## config.mk

```make
export PLATFORM = sky130hd
export DESIGN_NAME = lsu_mem_initiator_flat
export DESIGN_NICKNAME = d
export VERILOG_FILES = /design/src/rtl/lsu_mem_initiator_if.sv /design/src/rtl/lsu_mem_initiator.sv /design/src/flat_wrapper.sv
export SDC_FILE = /design/constraint.sdc
export NUM_CORES = 1
export LEC_CHECK = 0
export ABC_AREA = 1
export CORE_ASPECT_RATIO = 1.1
export CORE_MARGIN = 5
export CORE_UTILIZATION = 45
export CTS_BUF_LIST = sky130_fd_sc_hd__clkbuf_8
export CTS_CLUSTER_SIZE = 30
export DETAILED_ROUTE_END_ITERATION = 6
export GPL_TIMING_DRIVEN = 0
export PLACE_DENSITY_LB_ADDON = 0.08
export REMOVE_ABC_BUFFERS = 1
export SYNTH_ARGS = -nofsm -noshare
export SYNTH_HDL_FRONTEND = slang
export SYNTH_SLANG_ARGS = --single-unit
```

## constraint.sdc

```tcl
create_clock -name clk -period 1.7 [get_ports clk]
set_input_delay 0.255 -clock clk [delete_from_list [all_inputs] [get_ports clk]]
set_output_delay 0.255 -clock clk [all_outputs]
set_load 0.03 [all_outputs]
```

## src/rtl/lsu_mem_initiator_if.sv

```systemverilog
// Bus bundle for the load/store initiator: CPU request/response channels
// plus the data-memory port. "master" is the CPU/memory side, "slave" is
// the initiator itself.
interface lsu_mem_initiator_if;
  logic        req_valid;
  logic        req_ready;
  logic        req_store;
  logic [1:0]  req_size;
  logic        req_signed;
  logic [31:0] req_addr;
  logic [31:0] req_wdata;

  logic        resp_valid;
  logic        resp_ready;
  logic [31:0] resp_rdata;
  logic        resp_err;

  logic [31:0] mem_addr;
  logic [31:0] mem_wdata;
  logic        mem_write;
  logic        mem_read;
  logic [31:0] mem_rdata;

  modport master (
    output req_valid, req_store, req_size, req_signed, req_addr, req_wdata,
    output resp_ready, mem_rdata,
    input  req_ready, resp_valid, resp_rdata, resp_err,
    input  mem_addr, mem_wdata, mem_write, mem_read
  );

  modport slave (
    input  req_valid, req_store, req_size, req_signed, req_addr, req_wdata,
    input  resp_ready, mem_rdata,
    output req_ready, resp_valid, resp_rdata, resp_err,
    output mem_addr, mem_wdata, mem_write, mem_read
  );
endinterface

```

## src/rtl/lsu_mem_initiator.sv

```systemverilog
// Load/store initiator: takes one byte/half/word access per handshake,
// drives the data-memory port (read-modify-write for sub-word stores) and
// returns lane-extracted, sign/zero-extended load data.
// Optional: define LSU_MISALIGN_TRAP_EN to fault misaligned half/word
// accesses instead of silently aligning them.
module lsu_mem_initiator #(
  parameter int unsigned MEM_SIZE = 8
) (
  input  logic                clk,
  input  logic                rst_n,
  lsu_mem_initiator_if.slave  bus
);

  typedef enum logic [2:0] {S_IDLE, S_LD, S_ST, S_RMW_RD, S_RMW_WR, S_RESP} state_e;

  state_e      state_q, state_d;
  logic [1:0]  size_q, size_d;
  logic        signed_q, signed_d;
  logic [1:0]  lane_q, lane_d;
  logic [15:0] wdata_q, wdata_d;
  logic        mem_read_q, mem_read_d;
  logic        mem_write_q, mem_write_d;
  logic [31:0] mem_addr_q, mem_addr_d;
  logic [31:0] mem_wdata_q, mem_wdata_d;
  logic        resp_valid_q, resp_valid_d;
  logic        resp_err_q, resp_err_d;
  logic [31:0] resp_rdata_q, resp_rdata_d;

  logic out_of_range;
  logic misaligned;
  logic req_err;

  // Pick the addressed lane out of a memory word and extend it to 32 bits.
  function automatic logic [31:0] load_extract(input logic [31:0] word, input logic [1:0] size,
                                               input logic sgn, input logic [1:0] lane);
    logic [7:0]  b;
    logic [15:0] h;
    case (lane)
      2'd0:    b = word[7:0];
      2'd1:    b = word[15:8];
      2'd2:    b = word[23:16];
      default: b = word[31:24];
    endcase
    h = lane[1] ? word[31:16] : word[15:0];
    case (size)
      2'b00:   return sgn ? {{24{b[7]}}, b} : {24'h0, b};
      2'b01:   return sgn ? {{16{h[15]}}, h} : {16'h0, h};
      default: return word;
    endcase
  endfunction

  // Replace the addressed byte or half of the old word with new store data.
  function automatic logic [31:0] store_merge(input logic [31:0] old, input logic is_half,
                                              input logic [1:0] lane, input logic [15:0] wd);
    logic [31:0] w;
    w = old;
    if (is_half) begin
      if (lane[1]) w[31:16] = wd;
      else         w[15:0]  = wd;
    end else begin
      case (lane)
        2'd0:    w[7:0]   = wd[7:0];
        2'd1:    w[15:8]  = wd[7:0];
        2'd2:    w[23:16] = wd[7:0];
        default: w[31:24] = wd[7:0];
      endcase
    end
    return w;
  endfunction

  assign out_of_range = (bus.req_addr >= 32'(MEM_SIZE));
  assign req_err      = out_of_range | misaligned;

`ifdef LSU_MISALIGN_TRAP_EN
  // Halves must sit on even addresses, words on multiples of four.
  always_comb begin
    misaligned = 1'b0;
    case (bus.req_size)
      2'b00:   misaligned = 1'b0;
      2'b01:   misaligned = bus.req_addr[0];
      default: misaligned = |bus.req_addr[1:0];
    endcase
  end
`else
  // Without the trap, low address bits that do not select a lane are ignored.
  always_comb begin
    misaligned = 1'b0;
  end
`endif

  // Next-state and next-output logic; every output is produced one edge ahead.
  always_comb begin
    state_d      = state_q;
    size_d       = size_q;
    signed_d     = signed_q;
    lane_d       = lane_q;
    wdata_d      = wdata_q;
    mem_read_d   = 1'b0;
    mem_write_d  = 1'b0;
    mem_addr_d   = 32'h0;
    mem_wdata_d  = 32'h0;
    resp_valid_d = resp_valid_q;
    resp_err_d   = resp_err_q;
    resp_rdata_d = resp_rdata_q;

    case (state_q)
      S_IDLE: begin
        if (bus.req_valid) begin
          size_d   = bus.req_size;
          signed_d = bus.req_signed;
          lane_d   = bus.req_addr[1:0];
          wdata_d  = bus.req_wdata[15:0];
          if (req_err) begin
            state_d      = S_RESP;
            resp_valid_d = 1'b1;
            resp_err_d   = 1'b1;
            resp_rdata_d = 32'h0;
          end else begin
            mem_addr_d = {bus.req_addr[31:2], 2'b00};
            if (!bus.req_store) begin
              state_d    = S_LD;
              mem_read_d = 1'b1;
            end else if (bus.req_size[1]) begin
              state_d     = S_ST;
              mem_write_d = 1'b1;
              mem_wdata_d = bus.req_wdata;
            end else begin
              state_d    = S_RMW_RD;
              mem_read_d = 1'b1;
            end
          end
        end
      end
      S_LD: begin
        state_d      = S_RESP;
        resp_valid_d = 1'b1;
        resp_err_d   = 1'b0;
        resp_rdata_d = load_extract(bus.mem_rdata, size_q, signed_q, lane_q);
      end
      S_ST, S_RMW_WR: begin
        state_d      = S_RESP;
        resp_valid_d = 1'b1;
        resp_err_d   = 1'b0;
        resp_rdata_d = 32'h0;
      end
      S_RMW_RD: begin
        state_d     = S_RMW_WR;
        mem_write_d = 1'b1;
        mem_addr_d  = mem_addr_q;
        mem_wdata_d = store_merge(bus.mem_rdata, size_q[0], lane_q, wdata_q);
      end
      S_RESP: begin
        if (bus.resp_ready) begin
          state_d      = S_IDLE;
          resp_valid_d = 1'b0;
          resp_err_d   = 1'b0;
          resp_rdata_d = 32'h0;
        end
      end
      default: state_d = S_IDLE;
    endcase
  end

  // State and output registers; reset drops strobes and discards any access.
  always_ff @(posedge clk or negedge rst_n) begin
    if (!rst_n) begin
      state_q      <= S_IDLE;
      size_q       <= 2'b00;
      signed_q     <= 1'b0;
      lane_q       <= 2'b00;
      wdata_q      <= 16'h0;
      mem_read_q   <= 1'b0;
      mem_write_q  <= 1'b0;
      mem_addr_q   <= 32'h0;
      mem_wdata_q  <= 32'h0;
      resp_valid_q <= 1'b0;
      resp_err_q   <= 1'b0;
      resp_rdata_q <= 32'h0;
    end else begin
      state_q      <= state_d;
      size_q       <= size_d;
      signed_q     <= signed_d;
      lane_q       <= lane_d;
      wdata_q      <= wdata_d;
      mem_read_q   <= mem_read_d;
      mem_write_q  <= mem_write_d;
      mem_addr_q   <= mem_addr_d;
      mem_wdata_q  <= mem_wdata_d;
      resp_valid_q <= resp_valid_d;
      resp_err_q   <= resp_err_d;
      resp_rdata_q <= resp_rdata_d;
    end
  end

  assign bus.req_ready  = (state_q == S_IDLE);
  assign bus.resp_valid = resp_valid_q;
  assign bus.resp_err   = resp_err_q;
  assign bus.resp_rdata = resp_rdata_q;
  assign bus.mem_read   = mem_read_q;
  assign bus.mem_write  = mem_write_q;
  assign bus.mem_addr   = mem_addr_q;
  assign bus.mem_wdata  = mem_wdata_q;

endmodule

```

## src/flat_wrapper.sv

```systemverilog
// flat-port wrapper written by rule: the top's interface ports become plain ports
module lsu_mem_initiator_flat 
#(
  parameter int unsigned MEM_SIZE = 8
)
  (clk, rst_n, bus_req_valid, bus_req_store, bus_req_size, bus_req_signed, bus_req_addr, bus_req_wdata, bus_resp_ready, bus_mem_rdata, bus_req_ready, bus_resp_valid, bus_resp_rdata, bus_resp_err, bus_mem_addr, bus_mem_wdata, bus_mem_write, bus_mem_read);
  lsu_mem_initiator_if bus_i ();
  input  logic clk;
  input  logic rst_n;
  input wire logic [$bits(bus_i.req_valid)-1:0] bus_req_valid;
  input wire logic [$bits(bus_i.req_store)-1:0] bus_req_store;
  input wire logic [$bits(bus_i.req_size)-1:0] bus_req_size;
  input wire logic [$bits(bus_i.req_signed)-1:0] bus_req_signed;
  input wire logic [$bits(bus_i.req_addr)-1:0] bus_req_addr;
  input wire logic [$bits(bus_i.req_wdata)-1:0] bus_req_wdata;
  input wire logic [$bits(bus_i.resp_ready)-1:0] bus_resp_ready;
  input wire logic [$bits(bus_i.mem_rdata)-1:0] bus_mem_rdata;
  output wire logic [$bits(bus_i.req_ready)-1:0] bus_req_ready;
  output wire logic [$bits(bus_i.resp_valid)-1:0] bus_resp_valid;
  output wire logic [$bits(bus_i.resp_rdata)-1:0] bus_resp_rdata;
  output wire logic [$bits(bus_i.resp_err)-1:0] bus_resp_err;
  output wire logic [$bits(bus_i.mem_addr)-1:0] bus_mem_addr;
  output wire logic [$bits(bus_i.mem_wdata)-1:0] bus_mem_wdata;
  output wire logic [$bits(bus_i.mem_write)-1:0] bus_mem_write;
  output wire logic [$bits(bus_i.mem_read)-1:0] bus_mem_read;
  assign bus_i.req_valid = bus_req_valid;
  assign bus_i.req_store = bus_req_store;
  assign bus_i.req_size = bus_req_size;
  assign bus_i.req_signed = bus_req_signed;
  assign bus_i.req_addr = bus_req_addr;
  assign bus_i.req_wdata = bus_req_wdata;
  assign bus_i.resp_ready = bus_resp_ready;
  assign bus_i.mem_rdata = bus_mem_rdata;
  assign bus_req_ready = bus_i.req_ready;
  assign bus_resp_valid = bus_i.resp_valid;
  assign bus_resp_rdata = bus_i.resp_rdata;
  assign bus_resp_err = bus_i.resp_err;
  assign bus_mem_addr = bus_i.mem_addr;
  assign bus_mem_wdata = bus_i.mem_wdata;
  assign bus_mem_write = bus_i.mem_write;
  assign bus_mem_read = bus_i.mem_read;
  lsu_mem_initiator #(.MEM_SIZE(MEM_SIZE)) u_core (.clk(clk), .rst_n(rst_n), .bus(bus_i));
endmodule
```

==> results summary <==
For this block, the via count after detailed routing is 6494. The slowest cell on the critical path is dfrtp_4. The start-to-end type of the worst setup path is reg2reg. STA classifies the critical path endpoint as a register. The clock input transition at the sequential cells of the worst setup and hold paths came out at 0.07 ns. In this run the static leakage power is ~4.8 nW.

The leading cell type in the layout, fill and taps excluded is nand2_1. TritonCTS built the clock tree. The achievable frequency came out at 591 MHz. The number of sinks driven by the clock tree is ~120.

The initial antenna violation count is 0. In the final design database the tool counted about 1100 nets. The warning count from the yosys run came out at 0.

In this run the worst path has a maximum fanout of 8. No sink is reached through more buffers than the 2 on the longest clock path. The largest incremental delay on the critical path is 0.52 ns. In this run the power density over the cells is 1450 mW/mm². The share of the Yosys chip area taken by registers is 0.496. The number of failing hold endpoints at the final stage is 0. The combined global-route utilization of all metal layers came out at 0.254. The final number of setup-violating endpoints came out at 0. The cell area after synthesis is around 0.006 mm². VDD sags by at most 0.000904 V. The type of the tightest min-delay check is in2async.

Data on the critical path is required at its endpoint by 2.09 ns. The part of the cycle the worst path needs came out at 0.996. The sum of overflow across all layers after global routing came out at 0.

The last weighted congestion value of the routability-driven placer is ~0.8. The signal on the critical path passes through buf_12, nor2_4, nand2_2, nand3_2, nand3_4, a21oi_4, clkbuf_16, nand2_1, nand2_1. The synthesis-stage register bit count is 122. The number of placement rows is 44. Setup repair after global routing could not meet its margin everywhere. The number of antenna diodes in the final layout is 0.

The I/O pin count came out at just over 200. The floorplan step defined a die boundary enclosing 0.0161 mm². Of all cell types, the one taking the most synthesized area is dfrtp_1. STA classifies the critical path startpoint as a register. The arrival time of the worst setup path came out at roughly 2.1 ns. After layout, the minimum clock period comes to 1.69 ns.

The max capacitance violation total is 0. The via count of the first global-routing pass came out at 6021. Of the cells placed in the final design, the portion with a size suffix greater than 1 is 0.120.

For this run, design rule violations remaining after detail routing come to 0. The flow ran to the end, and the final reports show no timing, DRC or antenna violations. The worst hold slack came out at roughly 0.33 ns. The number of buffer cells added on primary ports is 202. The top cell types in the final layout, fill and taps aside, are 228 x nand2_1, 116 x dfrtp_1, 102 x clkdlybuf4s50_1. The starting DRC count in detailed routing came out at 561. The most numerous cell type found on the critical path is nand2_1. The cell area reported after detailed placement came out at 0.00827 mm². The clock root buffer is clkbuf_8. The finished cells cover 0.00928 mm². The die span in x came out at 122 µm. The synthesized instance count is 794. Using the TritonRoute via totals, the vias-per-cell ratio works out to between 5 and 6. The floorplan step defined a core boundary enclosing 0.0133 mm².

The average wire length per cell after detail routing is roughly 18 µm. In this run the number of H-tree levels came out at 4. The distinct cell type count after synthesis came out at 35.

The detailed-router iteration count before antenna repair came out at 5. Relative to the synthesized area, the layout overhead comes to 50.7%. For this configuration, the core starts out at a cell density of 0.462.

The max-slew headroom at the worst pin is 0.653. Buffers inserted during clock tree synthesis total 17. Total power for the finished layout comes to 13.5 mW. By area the synthesized netlist is led by dfrtp_1 50%, nand2_1 14%, o21ai_0 5.4%. The pin count of the biggest net entering global routing is 72. The count of nets left with antenna violations once routing finished came out at 0. The worst clock skew on the final layout is 0.0140 ns. At the pin with the least slew margin, the transition time is 0.521 ns. The fraction of synthesized cell area taken by the top area cell type came out at 0.496.

The insertion delay of the later-clocked pin in the worst-skew pair is around 0.45 ns. The die height came out at between 100 and 150 µm. The placed wire-length estimate came out at 13100 µm.

The first global-routing pass estimated 31700 µm of wire. The average instance area after synthesis came out at between 7 and 8 µm². The total wire length is ~22000 µm.

The final count of pins violating max slew came to 0.
-- final cells by class --
cell class | count | area, µm²
Tap cell | 184 | 230
Sequential cell | 122 | 3070
Clock inverter | 11 | 105
Inverter | 94 | 435
Multi-Input combinational cell | 534 | 2680
Timing Repair inverter | 3 | 33.8
Clock buffer | 20 | 275
Fill cell | 1150 | 4050
Timing Repair Buffer | 251 | 2450
-- routing by layer --
layer,part of all wire,global-route usage,wire length (µm),vias up
met4,0.037,0.103,813,0
met3,0.10,0.0606,2220,68
li1,-,-,-,3045
met5,0,0,0,-
met2,0.48,0.406,10500,359
met1,0.39,0.331,8470,3022
-- through the flow --
step	utilization	TNS [ns]	setup WS, ns	instances
floorplan	-	-41.59	-0.806	749
global placement	0.615	-681.80	-4.53	1135
detailed placement	0.621	-82.75	-1.42	1138
CTS	0.664	-0.0103	-0.00479	1191
global route	0.696	-0.565	-0.0546	1219
finish	0.696	0	0.00754	1219
-- flip-flops by register name, indices dropped and copies added (netlist names), 2 cells and up --
register / count
u_core.bus.resp_rdata: 32
u_core.wdata_q: 16
u_core.size_q: 2
u_core.lane_q: 2
u_core.bus.mem_wdata: 32
u_core.bus.mem_addr: 30
u_core.state_q: 3
-- Yosys cell counts --
cell       instances
a21oi_4            1
inv_2              6
buf_1              4
nor3_2             1
o221ai_1          15
inv_1             86
conb_1             1
dfrtp_1          122
o22ai_1            7
clkbuf_1          21
nand3_1           29
o2111ai_1          6
a21oi_1           39
nand3_4            1
buf_6              1
nor2_2             2
nand2_2            2
o21ai_1           18
buf_2             16
buf_4              4
o211ai_1          33
nor3_1             1
clkinv_4           1
nand3b_1           1
and2_1             1
nand2_4            1
o21a_1             1
nor2_4             2
clkinv_2           1
nand3_2            2
a21oi_2            1
nand2_1          233
o21ai_0           67
nor2_1            66
and2_0             1
-- path summary, 6_finish.rpt --
| path | cells after the start | endpoint | start | slack (ns) |
|---|---|---|---|---|
| max | 9 | u_core.bus.resp_rdata[30] | u_core.lane_q[1] | 0.008 |
| min | 2 | u_core.bus.mem_addr[27] | rst_n | 0.33 |
| max reg2reg | 9 | u_core.bus.resp_rdata[30] | u_core.lane_q[1] | 0.008 |
| min reg2reg | 2 | u_core.bus.resp_rdata[3] | u_core.bus.resp_rdata[3] | 0.47 |
| max in group asynchronous | 3 | u_core.lane_q[0] | rst_n | 0.62 |
| min in group clk | 3 | u_core.bus.mem_wdata[22] | bus_req_wdata[22] | 0.33 |
-- timing repair --
item | 4_1_cts | 5_1_grt
resized for setup | 134 | 26
hold buffers | 1 | 0
gates cloned | 1 | 7
pin swaps | 7 | 3
endpoints found under the setup margin | 195 | 60
endpoints found under the hold margin | 51 | 0
setup buffers | 20 | 21
-- power breakdown --
group          internal (mW)  leakage [nW]  total, mW  switching, mW
registers               3.49          1.64       3.99          0.509
clock network           1.38         0.212       2.53           1.15
logic                   2.55          2.95       6.96           4.41
total                   7.42          4.80       13.5           6.07
-- critical path: cells and delay by family (launching register included) --
kind / cells / cell delay (ns)
flops: 1 / 0.52
simple gates: 6 / 0.50
buf+inv: 2 / 0.37
compound gates: 1 / 0.26
-- kinds of logic after synthesis --
| family | share of synthesized area |
|---|---|
| simple gates | 0.227 |
| compound gates | 0.183 |
| buf+inv | 0.0933 |
| flops | 0.496 |
| other cells | 0.000609 |
Power figures use the tool's default switching activity.
==> variant 1 (same flow settings) <==
Make the reset (`rst_n`) synchronous in one clocked block.
--- a/src/rtl/lsu_mem_initiator.sv
+++ b/src/rtl/lsu_mem_initiator.sv
@@ -162,7 +162,7 @@
   end
 
   // State and output registers; reset drops strobes and discards any access.
-  always_ff @(posedge clk or negedge rst_n) begin
+  always_ff @(posedge clk) begin
     if (!rst_n) begin
       state_q      <= S_IDLE;
       size_q       <= 2'b00;
Behaviour: differs if rst_n is asserted again (counterexample within 4 cycles, from zero or initial values and one cycle with rst_n low); with rst_n held inactive, the same outputs for 4 cycles.
==> variant 1 against the original RTL <==
  * Largest cell class is now multi-input combinational cells
  * Via count up 1.8%
  * Die area shrank 3.8%
  * Sequential cell count unchanged
  * Synthesized area down 4.1%
  * Routed wire length is 4.1% lower
  * Cell area is 5.0% lower
  * Worst setup slack better by 0.047 ns
Power is not compared: it rests on default switching activity, and its combinational part moved more than twofold at a synthesized area within 25%.
==> variant 1: results (changes against the original RTL) <==
** Yosys
- Mean area per synthesized cell :: 6.93 um^2 (was 7.76 um^2)
- Share of synthesized area occupied by flip-flops and latches :: 41.4% (was 49.6%)
- Cell types with the highest counts after synthesis: sky130_fd_sc_hd__nand2_1, sky130_fd_sc_hd__a21oi_1, sky130_fd_sc_hd__dfxtp_1 (was sky130_fd_sc_hd__nand2_1, sky130_fd_sc_hd__dfrtp_1, sky130_fd_sc_hd__inv_1).
- The most instantiated flip-flop cell in the synthesis netlist is sky130_fd_sc_hd__dfxtp_1 (was sky130_fd_sc_hd__dfrtp_1).
- Most area-consuming cells after synthesis: sky130_fd_sc_hd__dfxtp_1, sky130_fd_sc_hd__nand2_1, sky130_fd_sc_hd__a21oi_1 (was sky130_fd_sc_hd__dfrtp_1, sky130_fd_sc_hd__nand2_1, sky130_fd_sc_hd__o21ai_0).
- Proportion of synthesized flip-flops having asynchronous set or reset :: 0% (was 100%)
- Yosys cell types :: 39 (was 35)

** GRT
- Total GRT Usage :: 26.4% (was 25.4%)
- The fraction of met1 tracks used by global routing came to 32.5% (was 33.1%).
- Global-route track usage on met3 :: 9.49% (was 6.06%)
- The largest net degree at the start of global routing was 115 (was 72).
- The number of antenna violations at the first check in global routing was 1 (was 0).
- The number of global-route vias before repair was 6026 (was 6021).

** Place
- The post-detailed-placement half-perimeter wirelength came to 13.1 mm (about the same).
- The placed instance area came to 7940 um^2 (was 8270 um^2).
- The global placement routability congestion is 0.839 (was 0.794).
- Placement Setup Slack :: -1.07 ns (was -1.42 ns)

** Route
- The routed length on met3 was 2.20 mm (was 2.22 mm).
- The sum of routed wire segments on met1 is 8.46 mm (was 8.47 mm).
- The via count came to 6608 (was 6494).
- The number of DRC markers after the initial detailed-route iteration came to 803 (was 561).
- Routed met2 length :: 9.80 mm (was 10.5 mm)
- Final WL :: 21.1 mm (was 22.0 mm)

** Final layout
- The filler cell count was 1178 (was 1150).
- The count of placed standard cells in the final layout, fillers left out came to 1226 (was 1219).
- The fraction of final layout cells with drive strength greater than 1 was 11.5% (was 12.0%).

** Worst setup path
- Slowest Stage Delay on Critical Path :: 0.36 ns (was 0.52 ns)
- The cell count of the worst reg-to-reg path was 8 (was 9).
- The cell at the slowest stage of the critical path was sky130_fd_sc_hd__dfxtp_1 (was sky130_fd_sc_hd__dfrtp_4).
- The reg-to-reg setup timing slack came to 0.05 ns (was 0.008 ns).
- Maximum fanout count along the critical path :: 18 (was 8)
- The worst endpoint data arrival time came to 2.03 ns (was 2.08 ns).
- The launch point of the worst reg-to-reg path is u_core.state_q[0] (was u_core.lane_q[1]).

** STA
- Max transition margin :: 66.5% (was 65.3%)
- Setup Skew :: 0.0122 ns (was 0.0140 ns)
- The post-route worst hold slack came to 0.348 ns (was 0.326 ns).
- Min Clock Period, post-route :: 1.65 ns (was 1.69 ns)

** Outcome
- Run status: complete, no violations (unchanged).
variant 1: cell families after synthesis:
group	count (synthesis)	share of synthesized area, %
compound gates	222	21.1
simple gates	386	28.4
flops	122	41.4
buf+inv	121	9.07
other cells	1	0.0635
variant 1: critical path: cells and delay by family (launching register included):
kind / cells / cell delay (ns)
AO/OA/AOI/OAI: 1 / 0.13
buffers and inverters: 2 / 0.29
flip-flops: 1 / 0.36
AND/OR/NAND/NOR: 5 / 0.80
variant 1: timing repair:
action                     4_1_cts  5_1_grt
buffers inserted                19        8
cloned                           3        0
pin swaps                       12        5
setup endpoints to repair      175       84
gates resized for setup        131       30
hold endpoints to repair         0        0
variant 1: area by class of cell:
cell class | instances | area [um^2] | share of cell area [%]
diodes | 1 | 2.50 | 0.0284
repair buffers | 233 | 2330 | 26.5
flip-flops and latches | 122 | 2460 | 27.9
clock inverters | 13 | 190 | 2.16
well taps | 161 | 201 | 2.28
inverters | 64 | 299 | 3.39
clock buffers | 19 | 262 | 2.97
multi-input cells | 613 | 3070 | 34.8
==> variant 2 (config.mk and constraints unchanged) <==
Without the edit above. `MEM_SIZE` is set to 8 in 2 places; all go to 4.
--- a/src/rtl/lsu_mem_initiator.sv
+++ b/src/rtl/lsu_mem_initiator.sv
@@ -4,7 +4,7 @@
 // Optional: define LSU_MISALIGN_TRAP_EN to fault misaligned half/word
 // accesses instead of silently aligning them.
 module lsu_mem_initiator #(
-  parameter int unsigned MEM_SIZE = 8
+  parameter int unsigned MEM_SIZE = 4
 ) (
   input  logic                clk,
   input  logic                rst_n,
--- a/src/flat_wrapper.sv
+++ b/src/flat_wrapper.sv
@@ -1,7 +1,7 @@
 // flat-port wrapper written by rule: the top's interface ports become plain ports
 module lsu_mem_initiator_flat 
 #(
-  parameter int unsigned MEM_SIZE = 8
+  parameter int unsigned MEM_SIZE = 4
 )
   (clk, rst_n, bus_req_valid, bus_req_store, bus_req_size, bus_req_signed, bus_req_addr, bus_req_wdata, bus_resp_ready, bus_mem_rdata, bus_req_ready, bus_resp_valid, bus_resp_rdata, bus_resp_err, bus_mem_addr, bus_mem_wdata, bus_mem_write, bus_mem_read);
   lsu_mem_initiator_if bus_i ();
Formal check against the unedited RTL: not equivalent (Yosys sat finds a counterexample within 4 cycles, from zero or initial values and one cycle with rst_n low).
==> variant 2 against the original RTL <==
  * The run now ends with negative setup slack left
  * Global-route usage decreased by 1.3 points
  * Critical endpoint is now u_core.bus.resp_rdata[16]
  * Routed wire length down 7.3%
  * Sequential cell count unchanged
  * Worst setup slack lost 0.024 ns
  * Cell area decreased by 0.36%
  * Clock power is essentially flat
  * Critical path type unchanged
  * Highest routed layer unchanged
  * Synthesized area grew 0.16%
  * Power is 3.5% lower
==> variant 2: results (changes against the original RTL) <==
** Worst setup path
- Crit path DAT :: 2.10 ns (was 2.08 ns)
- The largest fanout of any net on the critical path was 32 (was 8).
- Slowest Stage Delay on Critical Path :: 0.51 ns

** GRT
- The number of global-route vias before repair is 5702 (was 6021).
- The number of antenna violations at the first check in global routing came to 0 (unchanged).
- The all-layer global routing usage came to 24.0% (was 25.4%).
- Largest net degree at the start of global routing :: 82 (was 72)
- The wire length of the first global-routing pass came to 30.2 mm (was 31.7 mm).

** Outcome
- The checks that failed: negative setup slack.
- Run status :: finished, violations left (was complete, no violations)

** Clock network
- Clock insertion delay at the later pin of the skew report :: 0.45 ns (about the same)
- Root cell of the clock tree :: sky130_fd_sc_hd__clkbuf_8 (unchanged)
- The buffer depth of the longest clock path was 2 (unchanged).
- CTS clk-pin slew, worst paths :: 0.07 ns (about the same)

** STA
- The post-route clock skew is 0.00833 ns (was 0.0140 ns).
- The worst setup slack after layout is -0.0167 ns (was 0.00754 ns).
- Final setup violation count :: 4 (was 0)
- Setup TNS Final :: -0.0459 ns (was 0 ns)

** Yosys
- The number of distinct library cell variants in the gate-level netlist after synthesis is 32 (was 35).
- Cell types with the highest counts after synthesis: sky130_fd_sc_hd__nand2_1, sky130_fd_sc_hd__dfrtp_1, sky130_fd_sc_hd__inv_1 (unchanged).
- Most area-consuming cells after synthesis: sky130_fd_sc_hd__dfrtp_1, sky130_fd_sc_hd__nand2_1, sky130_fd_sc_hd__o21ai_0 (unchanged).
- YS warnings :: 0 (unchanged)
- Share of synthesized area occupied by flip-flops and latches :: 49.5% (was 49.6%)
- Post-synthesis cell count :: 794 (unchanged)
- Proportion of synthesized flip-flops having asynchronous set or reset :: 100% (unchanged)

** Route
- Via-to-Cell Ratio :: 5.20 (was 5.33)
- The number of DRC markers after the initial detailed-route iteration is 550 (was 561).
- Drt pass-1 iters :: 5 (unchanged)
- Average wire per standard cell :: 16.8 um (was 18.0 um)

** Power
- The switching power total was 5.71 mW (was 6.07 mW).
- Peak VDD IR :: 0.00122 V (was 0.000904 V)
- The static leakage power was 4.73 nW (was 4.80 nW).

** Place
- The placed instance area came to 8300 um^2 (was 8270 um^2).
- The post-detailed-placement half-perimeter wirelength was 13.6 mm (was 13.1 mm).
- The global placement routability congestion was 0.854 (was 0.794).
- Number of port buffers :: 202 (unchanged)
- Total placed cells including tap cells :: 1139 (was 1138)

** Final layout
- Layout cell share with drive strength beyond 1 :: 12.8% (was 12.0%)
- The filler cell count came to 1185 (was 1150).
- The count of placed standard cells in the final layout, fillers left out was 1215 (was 1219).
- Diodes inserted :: 0 (unchanged)
[variant 2: cell types whose count changed in the layout (fill, tap and decap cells not counted), sizes merged, moves of 2 or more]
cell	delta
clkinvlp	+7
o211ai	+5
a21oi	+6
o2111ai	-6
nor2	+2
dlymetal6s2s	-3
inv	-3
buf	-4
o21ai	-2
dlygate4sd2	+3
nand2	-7
[variant 2: repair_timing]
| action | in CTS | in global routing |
|---|---|---|
| endpoints found under the hold margin | 41 | 0 |
| buffers inserted | 14 | 22 |
| endpoints found under the setup margin | 210 | 56 |
| hold buffers | 1 | 0 |
| gates resized for setup | 131 | 42 |
| pin swaps | 5 | 11 |
| gates cloned | 2 | 5 |
[variant 2: stage by stage]
step	worst slack (ns)	power, mW
floorplan	-0.861	7.31
global placement	-4.44	9.10
detailed placement	-1.27	9.24
CTS	0.00240	12.0
global route	-0.0934	13.8
finish	-0.0167	13.0
[variant 2: cells by family after synthesis]
logic type             Yosys count  share of synthesized area, %
DFF                            122                          49.5
AOI/OAI and AO/OA              191                          18.5
buffers and inverters          142                          9.41
other                            1                        0.0608
muxes                            1                         0.183
and+or+nand+nor                337                          22.3
[variant 2: power groups by stage]
stage	Sequential, mW	Clock (mW)	Combinational [mW]
global route	4.07	2.74	7.02
floorplan	4.58	0	2.74
global placement	4.26	0	4.84
detailed placement	4.14	0	5.10
CTS	4.00	2.58	5.45
finish	4.00	2.53	6.48
[variant 2: final cells by class]
cell class / count / area [um^2] / share of cell area, %
sequential: 122 / 3070 / 33.2
inverter: 96 / 435 / 4.71
multi-input combinational: 532 / 2690 / 29.1
tap: 184 / 230 / 2.49
clock inverter: 13 / 128 / 1.38
timing repair buffer: 247 / 2420 / 26.2
clock buffer: 19 / 262 / 2.83
timing repair inverter: 2 / 16.3 / 0.176
[variant 2: path summary, 6_finish.rpt]
path                                              to  slack, ns                      from  cells after the start
max                        u_core.bus.resp_rdata[16]      -0.02          u_core.lane_q[1]                      9
min                          u_core.bus.mem_addr[14]       0.28                     rst_n                      2
max reg2reg                u_core.bus.resp_rdata[16]      -0.02          u_core.lane_q[1]                      9
min reg2reg                 u_core.bus.resp_rdata[0]       0.47  u_core.bus.resp_rdata[0]                      2
max in group asynchronous           u_core.lane_q[0]       0.66                     rst_n                      3
min in group clk            u_core.bus.mem_wdata[20]       0.34         bus_req_wdata[20]                      3
[variant 2: layer usage]
metal  share of wire [%]  vias to the layer above  track usage (%)
li1                    -                     3032                -
met3                 9.5                       51             6.66
met1                  39                     2913             30.1
met5                   0                        -                0
met4                 4.0                        0             10.6
met2                  48                      319             38.7
